==> config.mk <==
export PLATFORM = sky130hd
export DESIGN_NAME = seg_scan_decoder
export DESIGN_NICKNAME = d
export VERILOG_FILES = /design/src/rtl/seg_scan_decoder.sv
export SDC_FILE = /design/constraint.sdc
export NUM_CORES = 1
export LEC_CHECK = 0
export BUFFER_PORTS_ARGS = -buffer_cell sky130_fd_sc_hd__buf_4
export CAP_MARGIN = 20
export CORE_ASPECT_RATIO = 1.25
export CORE_UTILIZATION = 59
export DETAILED_ROUTE_END_ITERATION = 8
export HOLD_SLACK_MARGIN = 0.05
export PLACE_DENSITY_LB_ADDON = 0.3
export SLEW_MARGIN = 20
export SYNTH_ARGS = -nofsm -noshare
export SYNTH_HDL_FRONTEND = slang
export SYNTH_SLANG_ARGS = --single-unit
==> constraint.sdc <==
create_clock -name clk -period 3.05 [get_ports clk]
set_clock_uncertainty 0.15 [all_clocks]
set_input_delay 0.305 -clock clk [delete_from_list [all_inputs] [get_ports clk]]
set_output_delay 0.305 -clock clk [all_outputs]
set_load 0.02 [all_outputs]
==> src/rtl/seg_scan_decoder.sv <==
// seg_scan_decoder
//   Receive side of the multiplexed four-digit seven-segment driver. It watches
//   the scanned seg/select bus and rebuilds the four displayed BCD digits. A
//   frame is published only once every digit position has been captured.
//
// Ports
//   clk           system clock; seg/select are synchronous to it
//   rst           asynchronous, active-high reset
//   seg[6:0]      segment bus {g,f,e,d,c,b,a}, active-low
//   select[3:0]   digit enable, active-low one-hot; select[3] is the leftmost digit
//   d3..d0[3:0]   decoded digits of the last published frame (d3 = m2 ... d0 = s1)
//   digit_err[3:0] bit i set if digit i of the last frame had an illegal pattern
//   frame_valid   a frame has been published and no timeout has occurred since
//   frame_strobe  one-cycle pulse in the cycle the outputs update
module seg_scan_decoder #(
    parameter int SETTLE_CYCLES  = 4,        // 1..255
    parameter int TIMEOUT_CYCLES = 1048576   // >= 2
) (
    input  logic       clk,
    input  logic       rst,
    input  logic [6:0] seg,
    input  logic [3:0] select,
    output logic [3:0] d3,
    output logic [3:0] d2,
    output logic [3:0] d1,
    output logic [3:0] d0,
    output logic [3:0] digit_err,
    output logic       frame_valid,
    output logic       frame_strobe
);

    localparam int TW = $clog2(TIMEOUT_CYCLES) + 1;
    localparam logic [7:0]    SETTLE_MAX = 8'(SETTLE_CYCLES);
    localparam logic [7:0]    SETTLE_M1  = 8'(SETTLE_CYCLES - 1);
    localparam logic [TW-1:0] TO_M1      = TW'(TIMEOUT_CYCLES - 1);
    localparam logic [TW-1:0] TO_M2      = TW'(TIMEOUT_CYCLES - 2);

    logic [3:0]      prevSelect;
    logic [7:0]      settleCnt;
    logic [7:0]      settleNow;
    logic [TW-1:0]   toCnt;
    logic [3:0]      mask;
    logic [3:0][3:0] shadowDig;
    logic [3:0]      shadowErr;

    logic [6:0]      segN;
    logic [3:0]      selN;
    logic            oneHot;
    logic            changed;
    logic            sampleFire;
    logic            complete;
    logic [3:0]      decVal;
    logic            decErr;
    logic [3:0][3:0] mergedDig;
    logic [3:0]      mergedErr;

    always_comb begin
        segN    = ~seg;
        selN    = ~select;
        oneHot  = (selN != 4'd0) && ((selN & (selN - 4'd1)) == 4'd0);
        changed = (select != prevSelect);

        // settleNow is the stable-cycle index of the current cycle: 0 on the
        // first cycle of a dwell. Saturating at SETTLE_CYCLES (one past the
        // firing value) guarantees exactly one sample per dwell.
        if (changed || !oneHot) begin
            settleNow = 8'd0;
        end else if (settleCnt >= SETTLE_MAX) begin
            settleNow = SETTLE_MAX;
        end else begin
            settleNow = settleCnt + 8'd1;
        end
        sampleFire = oneHot && (settleNow == SETTLE_M1);
        complete   = sampleFire && ((mask | selN) == 4'hF);
    end

    always_comb begin
        decErr = 1'b0;
        case (segN)
            7'h3F:   decVal = 4'd0;
            7'h06:   decVal = 4'd1;
            7'h5B:   decVal = 4'd2;
            7'h4F:   decVal = 4'd3;
            7'h66:   decVal = 4'd4;
            7'h6D:   decVal = 4'd5;
            7'h7D:   decVal = 4'd6;
            7'h07:   decVal = 4'd7;
            7'h7F:   decVal = 4'd8;
            7'h6F:   decVal = 4'd9;
            7'h00:   decVal = 4'hF;
            default: begin
                decVal = 4'hE;
                decErr = 1'b1;
            end
        endcase
    end

    // Shadow contents with the current sample folded in, so a completing
    // sample publishes its own digit without an extra cycle.
    always_comb begin
        mergedDig = shadowDig;
        mergedErr = shadowErr;
        for (int i = 0; i < 4; i++) begin
            if (sampleFire && selN[i]) begin
                mergedDig[i] = decVal;
                mergedErr[i] = decErr;
            end
        end
    end

    always_ff @(posedge clk or posedge rst) begin
        if (rst) begin
            prevSelect   <= 4'd0;
            settleCnt    <= 8'd0;
            toCnt        <= '0;
            mask         <= 4'd0;
            shadowDig    <= '0;
            shadowErr    <= 4'd0;
            d3           <= 4'hF;
            d2           <= 4'hF;
            d1           <= 4'hF;
            d0           <= 4'hF;
            digit_err    <= 4'd0;
            frame_valid  <= 1'b0;
            frame_strobe <= 1'b0;
        end else begin
            prevSelect   <= select;
            settleCnt    <= settleNow;
            frame_strobe <= complete;
            if (sampleFire) begin
                shadowDig <= mergedDig;
                shadowErr <= mergedErr;
                toCnt     <= '0;
                mask      <= complete ? 4'd0 : (mask | selN);
                if (complete) begin
                    d3          <= mergedDig[3];
                    d2          <= mergedDig[2];
                    d1          <= mergedDig[1];
                    d0          <= mergedDig[0];
                    digit_err   <= mergedErr;
                    frame_valid <= 1'b1;
                end
            end else if (toCnt != TO_M1) begin
                toCnt <= toCnt + 1'b1;
                // The step that lands on TIMEOUT_CYCLES-1 withdraws the frame.
                if (toCnt == TO_M2) begin
                    frame_valid <= 1'b0;
                    mask        <= 4'd0;
                end
            end
        end
    end

endmodule

### Yosys cells after proc, flatten, opt, wreduce, memory -nomap -nowiden

Cells that the tools add are included.

* bits of input ports: 13
* logic and storage cells: 80
* bits in registers: 79

* bitwise gates (word level): 4
* eq/ne operators: 16
* magnitude comparators: 1
* reduce and logical (&&, ||, !) cells: 18
* $add $sub $neg: 3
* muxes and demuxes: 22

Operators by type and width (number)
* $eq 7x7->1 const B: 7
* $pmux 4 s11: 1
* $mux 21: 2
* $mux 4: 8
* $add 21x1->21 const B: 1
* $eq 21x20->1 const B: 1
* $ne 21x20->1 const B: 1
* $mux 8: 2
* $eq 7x3->1 const B: 2
* $reduce_or 11->1: 1
* $mux 1: 9
* $add 8x1->8 const B: 1
* $eq 8x2->1 const B: 1
* $ge 8x3->1 const B: 1
* $eq 7x6->1 const B: 1
* $logic_and 1x1->1: 7
* $logic_not 7->1: 1
* $not 7->7: 1
* $and 4x4->4: 1
* $eq 4x4->1 const B: 1
* $logic_not 4->1: 1
* $ne 4x4->1: 1
* $not 4->4: 1
* $or 4x4->4: 1
* 8 further kinds: 10

### Depth between registers and ports, before layout

* word-level depth: 13
* depth in mapped cells: 9

### Worst setup path after synthesis

OpenSTA, ideal clock, no wires.

* kind: reg-to-reg
* start: register settleCnt[0]
* end: register shadowDig[6] (netlist name)
* path slack: 0.428 ns
* required time: 2.773 ns
* library setup time: 0.127 ns
* arrival time: 2.344 ns
* stages on the path, launching flop included: 9
* path through: dfrtp_1 inv_1 ha_1 inv_1 or4_4 or4_4 buf_6 or2_4 mux2_1

* word-level cells in the longest chain between the ends: 7
* elaborated cells between the ends (all ways): 8

RTL lines
* start: declaration: line 39 `logic [7:0] settleCnt;`
* start signal: assignment: line 128 `settleCnt <= settleNow;`
* $add 8x1->8 or $ge 8x3->1 (tied branches): line 71, 68
* $mux 8 *: line 68 `end else if (settleCnt >= SETTLE_MAX) begin`
* $mux 8 *: line 66 `if (changed || !oneHot) begin`
* $eq 8x2->1 *: line 73 `sampleFire = oneHot && (settleNow == SETTLE_M1);`
* $logic_and 1x1->1 *: line 73
* $logic_and 1x1->1: line 104 `if (sampleFire && selN[i]) begin`
* $mux 4: line 104
* end signal: assignment: line 131 `shadowDig <= mergedDig;`
* end: declaration: line 43 `logic [3:0][3:0] shadowDig;`

Mark *: on every way between the ends. The rest lies on a longest branch, timed or not.
A chain may end at the register's enable or synchronous reset.

### Worst setup path after layout

Same ends and word-level chain as after synthesis.

==> results_dict.tcl <==
set metrics [dict create \
    cts_sinks 79 \
    cellPowerDensity_nw_per_um2 555 \
    met3_usage_pct 5.47 \
    die_height_um 94.2 \
    wl_per_cell_um 17.3 \
    grtUsageMet2_pct 50.6 \
    worstReg2RegStart "settleCnt[0]" \
    startpoint "settleCnt[0]" \
    ys_seq_elements 79 \
    synthTopCellsByArea "dfrtp_1, dfstp_2, o21ai_0, xnor2_1, nor2_1" \
    dp_worst_setup_slack_ps 280 \
    synth_flop_cell "dfrtp_1" \
    place_hpwl_um 6270 \
    drive_above_1_share_pct 20.1 \
    fp.dieW_um 75.7 \
    design_area_um2 4640 \
    synth_top_cell_area_share_pct 39.3 \
    ys_warn_count 0 \
    r2r_end "shadowDig[6]" \
    grt_pass1_vias 3338 \
    busiest_layer "met2" \
    tns_ps 0 \
    synth-edff-count 0 \
    hold_buffers 1 \
    pwr-share-clk_pct 42.4 \
    worstPathArrival_ps 2860 \
    postCtsSetupBuffers 0 \
    synth-seq-area-share_pct 49.8 \
    htree_num_levels 3 \
    worstRegToRegCells 7 \
    critPathCaptureType "flop" \
    grt_usage_pct 29.6 \
    total_power_mw 2.57 \
    core_area_um2 6570 \
    design.final.nets 465 \
    clk_pin_slew_ps 90 \
    areaGrowthSynthToFinish_pct 15.8 \
    antenna_cells 0 \
    dr.pass1.iters 5 \
    fin_ws_ps 287 \
    p_sw_share_pct 24.3 \
    ant_nets 0 \
    cts_tree "built" \
    portBuffers 34 \
    max_slew.worst_pin.slew_ps 777 \
    grt_max_degree 44 \
    use_met1_pct 34.8 \
    yosysMostFrequentCell "dfrtp_1" \
    finalMaxSlewViolations 0 \
    drt-total-wl_um 9330 \
    p_leak_nw 1.96 \
    worstPathRequired_ps 3150 \
    seqPwrFrac_pct 47.7 \
    hold_start "select[3]" \
    io_pins 35 \
    grt_pass1_wl_um 15500 \
    synth_cell_types 58 \
    start_util_pct 61.1 \
    syn_area_per_cell_um2 9.64 \
    cts_resized 0 \
    route.detailed.drc 0 \
    synthCells 416 \
    ir_worst_vdd_mv 0.425 \
    post-route-period-util_pct 90.6 \
    antenna_found_initial 0 \
    num_vias 3305 \
    numCtsBuffers 9 \
    relSlewSlack_pct 48.1 \
    initialDrtViolationCount 239 \
    fp.dieArea_um2 7130 \
    worstPathMaxFanout 20 \
    status "completed" \
    r2r_slack_ps 290 \
    maxCapViolCount 0 \
    via_per_inst 6.12 \
    rsz0062_at_grt "no" \
    synth.largest_area_cell "dfrtp_1" \
    slowest_stage "or4_4" \
    gr-total-overflow 0 \
    placed_cells 523 \
    comb_power_share_pct 9.9 \
    ys_top_cells_by_count "dfrtp_1, o21ai_0, nor2_1" \
    setup_viol 0 \
    finalHoldViolCount 0 \
    synth_area_um2 4010 \
    finalNonFillerCells 540 \
    cts.path.max_buffers 2 \
    clk_latency_ps 360 \
    hold_end "prevSelect[3]" \
    place_congestion 0.848 \
    min_path_cells 1 \
    critPathMaxStageDelay_ps 670 \
    async_flop_share_pct 100 \
    crit_chain "inv_1 -> ha_1 -> inv_1 -> or4_4 -> or4_4 -> or2_4 -> mux2_1" \
    critPathKind "reg -> reg" \
    min_period_ps 2760 \
    cell_internal_pwr_mw 1.95 \
    start_kind "flop" \
    p_sw_mw 0.625 \
    hp-class "in -> reg" \
    cts_root_buf "clkbuf_8" \
    place_area_um2 4350 \
    max_clock_freq_ghz 0.362 \
    rows 33 \
]
## cell families after synthesis
family / Yosys count / share of synthesized area, %
simple gates: 143 / 19.1
flops: 79 / 49.8
buf+inv: 40 / 4.34
fa+ha+maj: 4 / 1.25
compound gates: 118 / 18.0
other cells: 1 / 0.0935
mux: 13 / 3.50
xor+xnor: 18 / 3.93
## metal layers
metal,vias up,wire length (um)
met4,0,321
met1,1590,3730
li1,1570,-
met5,-,0
met2,119,4870
met3,26,409
## metrics by stage
step | util (%) | hold slack, ps
finish | 70.7 | 62.5
global route | 70.7 | 54.6
detailed placement | 66.2 | 340
global placement | 66.2 | 317
CTS | 70.7 | 52.8
floorplan | - | 186
## final cells by class
type,instances,area (um2)
clock inverters,6,158
clock buffers,10,128
fillers,485,1920
flip-flops and latches,79,2000
repair buffers,43,338
well taps,87,109
inverters,14,52.6
multi-input cells,301,1860
## registers in the layout, indices dropped and copies added, names as in the netlist
signal        cells
digit_err         4
d1                4
prevSelect        4
frame_strobe      1
shadowDig        16
settleCnt         8
shadowErr         4
d2                4
toCnt            21
d3                4
frame_valid       1
d0                4
mask              4
## worst max path at each step
stage,endpoint,slack [ps],cells past startpoint
after floorplan,shadowDig[6],430,8
after global placement,shadowDig[10],360,7
after detailed placement,shadowDig[6],280,7
after CTS,shadowDig[6],280,7
after global routing,shadowDig[2],170,7
final,shadowDig[6],290,7
## power groups by stage
stage	clock network, mW	registers [mW]	logic (mW)
floorplan	0	1.22	0.194
global placement	0	1.24	0.241
detailed placement	0	1.24	0.252
CTS	1.11	1.23	0.254
global route	1.15	1.24	0.290
finish	1.09	1.23	0.254
## placed cells by master (no fill, tap or decap), types with 5 or more instances in the layout
cell type,synthesis,final
a211oi_1,9,9
a21oi_1,13,13
buf_4,1,41
bufinv_16,0,5
clkbuf_8,0,9
conb_1,1,5
dfrtp_1,63,63
dfstp_2,16,16
inv_1,14,13
mux2_2,5,5
mux2i_1,5,5
nand2_1,19,19
nand3_1,15,15
nand4_1,6,6
nor2_1,40,40
nor3_1,10,10
nor4_1,8,7
o21ai_0,60,60
o22ai_1,5,5
o31ai_1,5,5
or3_1,10,10
xnor2_1,18,18
## critical path: cells and delay by family, from the launching register on
kind,cells,cell delay [ps]
buffers and inverters,2,110
muxes,1,320
and+or+nand+nor,3,1410
DFF,1,400
adders and majority gates,1,270
Power figures use the tool's default switching activity.
